File: src/rtl/pipe_stage_buffer.sv
// pipe_stage_buffer: DEPTH-entry elastic FIFO between pipeline stages with flush, halt and almost-full; define PIPE_BUF_BYPASS_EN for zero-latency pass-through when empty
module pipe_stage_buffer #(
    parameter int DATA_W   = 32,
    parameter int DEPTH    = 2,
    parameter int AFULL_TH = 1
) (
    input  logic                         clk,
    input  logic                         rst_i,
    input  logic                         flush_i,
    input  logic                         halt_i,
    input  logic                         valid_i,
    output logic                         ack_o,
    input  logic [DATA_W-1:0]            data_i,
    output logic                         valid_o,
    input  logic                         ack_i,
    output logic [DATA_W-1:0]            data_o,
    output logic [$clog2(DEPTH+1)-1:0]   count_o,
    output logic                         almost_full_o
);
    localparam int CW = $clog2(DEPTH + 1);
    localparam int PW = DEPTH > 1 ? $clog2(DEPTH) : 1;
    localparam logic [CW-1:0] FULL_C  = CW'(DEPTH);
    localparam logic [CW-1:0] AFULL_C = CW'(AFULL_TH);
    localparam logic [PW-1:0] LAST_C  = PW'(DEPTH - 1);

    logic [DATA_W-1:0] mem [DEPTH];
    logic [PW-1:0]     rd_ptr, wr_ptr;
    logic [CW-1:0]     count;
    logic              full, empty, open, push, pop, store, drain;

    function automatic logic [PW-1:0] bump(input logic [PW-1:0] p);
        return p == LAST_C ? '0 : p + PW'(1);
    endfunction

    assign full          = count == FULL_C;
    assign empty         = count == '0;
    assign open          = !flush_i && !halt_i;
    assign ack_o         = !full && open;
    assign push          = valid_i && ack_o;
    assign pop           = valid_o && ack_i;
    assign count_o       = count;
    assign almost_full_o = count >= AFULL_C;

`ifdef PIPE_BUF_BYPASS_EN
    // empty buffer forwards upstream directly; a payload consumed in the same cycle is never stored
    assign valid_o = (!empty || valid_i) && open;
    assign data_o  = empty ? data_i : mem[rd_ptr];
    assign store   = push && !(empty && ack_i);
    assign drain   = pop && !empty;
`else
    assign valid_o = !empty && open;
    assign data_o  = mem[rd_ptr];
    assign store   = push;
    assign drain   = pop;
`endif

    // pointer and occupancy update; reset and flush both empty the buffer
    always_ff @(posedge clk) begin
        if (rst_i || flush_i) begin
            rd_ptr <= '0;
            wr_ptr <= '0;
            count  <= '0;
        end else begin
            if (store) wr_ptr <= bump(wr_ptr);
            if (drain) rd_ptr <= bump(rd_ptr);
            count <= count + CW'(store) - CW'(drain);
        end
    end

    // payload storage, written only on an accepted push that is kept
    always_ff @(posedge clk) begin
        if (store && !rst_i) mem[wr_ptr] <= data_i;
    end

    // occupancy must stay within 0..DEPTH
    always_ff @(posedge clk) begin
        if (!rst_i) assert (count <= FULL_C);
    end
endmodule

File: config.mk
export PLATFORM = sky130hd
export DESIGN_NAME = pipe_stage_buffer
export DESIGN_NICKNAME = d
export VERILOG_FILES = /design/src/rtl/pipe_stage_buffer.sv
export SDC_FILE = /design/constraint.sdc
export NUM_CORES = 1
export LEC_CHECK = 0
export CORE_MARGIN = 2
export CORE_UTILIZATION = 50
export DETAILED_ROUTE_END_ITERATION = 6
export PLACE_DENSITY = 0.8
export SKIP_CTS_REPAIR_TIMING = 1
export SKIP_LAST_GASP = 1
export SLEW_MARGIN = 20
export SYNTH_ARGS = -nofsm -noshare
export SYNTH_HDL_FRONTEND = slang
export SYNTH_SLANG_ARGS = --single-unit
File: constraint.sdc
create_clock -name clk -period 9.31 [get_ports clk]
set_input_delay 1.3965 -clock clk [delete_from_list [all_inputs] [get_ports clk]]
set_output_delay 1.3965 -clock clk [all_outputs]
set_load 0.02 [all_outputs]
==> out/metrics.yaml <==
fin_crit_sh_pct: 45.3
cp.buffers_inverters: 2
synth_warnings: 0
cts.sinks: 69
via_per_inst: 4.97
die_x_um: 75.7
n_fill_cell: 332
clock_path_buffers: 2
die_h_um: 75.7
layout_min_cycle_time_ns: 4.22
vdd_drop_max_mv: 0.106
nets: 254
hold_viol: 0
cts_root_buffer: "clkbuf_8"
netlist.top_cell.by_area: "edfxtp_1"
pre_cts_ws_ns: 5.10
cap_violations: 0
finalPower_mw: 0.569
rows: 26
finalClockSkew_ns: 0.00701
ys_types: 20
syn_nets: 170
cts.clk_slew.worst_paths_ns: 0.06
slew_violations: 0
htree_num_levels: 3
cts_made_buffers: 9
synthTopCellsByArea: "edfxtp_1 75%, mux2_2 13%, dfxtp_1 3.9%"
clock_latency_ns: 0.32
timing.fmax_mhz: 237
area_delta_synth_final_pct: 38.6
n_antenna_cell: 0
grtUsageTotal_pct: 17.2
cp_common_cell: "clkdlybuf4s50_1"
endpoint_kind: "output port"
slew_headroom_pct: 36.1
drt-wirelength-per-cell_um: 15.9
ios: 75
ys_ff_latch: 69
status: "complete, no violations"
vias: 1435
worstPathArrival_ns: 2.82
worst_slew_pin_slew_ns: 0.955
dieArea_um2: 5740
grt_pass1_vias: 1472
drt_iter0_drc: 58
dp_hpwl_mm: 3.15
slowest_stage: "clkdlybuf4s50_1"
synth_top_area_share_pct: 74.7
synthesis.area_um2: 2570
setup_viol: 0
grt_pass1_wl_mm: 6.86
setup-tns-final_ns: 0
port_buffers: 74
core-area_um2: 5040
p_per_area_nw_per_um2: 160
crit_type: "in -> out"
p_leak_nw: 1.19
postLayoutSetupSlackWorst_ns: 5.09
drt-total-wl_mm: 4.59
tritoncts: "yes"
drc_errors: 0
crit_path_max_incr_delay_ns: 0.65
hp-class: "reg -> reg"
grt_max_degree: 33
gp_congestion: 0.734
drtPass1Iterations: 4
syn_inst: 130
antenna_left: 0
crit_path_cell_trace: "clkdlybuf4s50_1 -> nor3_1 -> clkdlybuf4s50_1"
syn_area_per_cell_um2: 19.8
antenna_found_initial: 0
drive_gt1_share_pct: 21.0
ys_seq_area_share_pct: 78.6
crit_family: "buffers and inverters"
rsz0062_at_grt: "false"
worst-endpoint-required_ns: 7.91
grt_overflow_total: 0
crit_fanout: 8
start_util_pct: 51.0
setup.worst_path.start_class: "primary input"
-- Yosys cell counts --
master,n
nor2b_1,1
buf_2,3
and2_1,2
nor2_1,2
o41ai_1,2
ha_1,2
nor3_1,3
clkbuf_1,1
nor4_1,1
dfxtp_1,5
nor3b_1,1
xnor2_1,2
mux2_1,2
o311ai_0,2
or4_4,1
edfxtp_1,64
or3_1,1
inv_1,4
o31ai_1,1
mux2_2,30
-- metrics by stage --
stage,utilization (%),hold slack [ns],instances,cell area (µm²)
3_3_place_gp,67.7,0.489,273,3420
4_1_cts,70.7,0.510,289,3570
5_1_grt,70.7,0.553,289,3570
6_report,70.7,0.511,289,3570
3_5_place_dp,67.7,0.504,273,3420
2_1_floorplan,-,0.449,130,2570
-- path summary, 6_finish.rpt --
kind              cells past startpoint          to  slack, ns  startpoint
setup / recovery                      3       ack_o       5.09      halt_i
hold / removal                        1      wr_ptr       0.51      wr_ptr
setup reg to reg                      4  mem[1][27]       6.79  count_o[1]
hold reg to reg                       1      wr_ptr       0.51      wr_ptr
-- power breakdown --
group / switching [mW] / internal, mW / leakage [nW]
combinational: 0.0145 / 0.0219 / 0.500
clock: 0.0950 / 0.0949 / 0.0765
sequential: 0.000916 / 0.342 / 0.618
-- logic make-up (layout without fill, tap and decap cells) --
logic type,after synthesis,count (layout),share of synthesized area [%]
flip-flops,69,69,78.6
buffers and inverters,8,97,1.31
AO/OA/AOI/OAI,5,5,1.65
adder cells (fa/ha/maj),2,2,0.972
multiplexers,32,32,14.0
AND/OR/NAND/NOR,12,12,2.82
XOR/XNOR,2,2,0.681
-- layout make-up --
| class | count | area, µm² | share of cell area, % |
|---|---|---|---|
| clock inverter | 3 | 12.5 | 0.351 |
| timing repair buffer | 77 | 763 | 21.4 |
| sequential | 69 | 2020 | 56.7 |
| tap | 70 | 87.6 | 2.46 |
| clock buffer | 13 | 139 | 3.89 |
| multi-input combinational | 53 | 528 | 14.8 |
| inverter | 4 | 15.0 | 0.421 |
-- layer usage --
layer	share of wire, %	track usage (%)
met5	0	0
met4	1.2	7.99
met3	5.0	7.41
met2	54	29.2
met1	39	18.5
-- registers in the layout, indices dropped and copies added, names as in the netlist, named ones only --
signal / flops
rd_ptr: 1
wr_ptr: 1
count_o: 2
mem: 64
-- placed cells by master (no fill, tap or decap), types with 2 or more instances in the layout --
cell type | Yosys | routed
clkdlybuf4s50_1 | 0 | 74
edfxtp_1 | 64 | 64
mux2_2 | 30 | 30
clkbuf_8 | 0 | 9
dfxtp_1 | 5 | 5
inv_1 | 4 | 4
clkbuf_1 | 1 | 4
buf_4 | 0 | 3
nor2_1 | 2 | 2
nor3_1 | 3 | 2
mux2_1 | 2 | 2
and2_1 | 2 | 2
o311ai_0 | 2 | 2
o41ai_1 | 2 | 2
xnor2_1 | 2 | 2
ha_1 | 2 | 2
clkinv_1 | 0 | 2
Note: power is estimated with default switching activity, not from simulation.
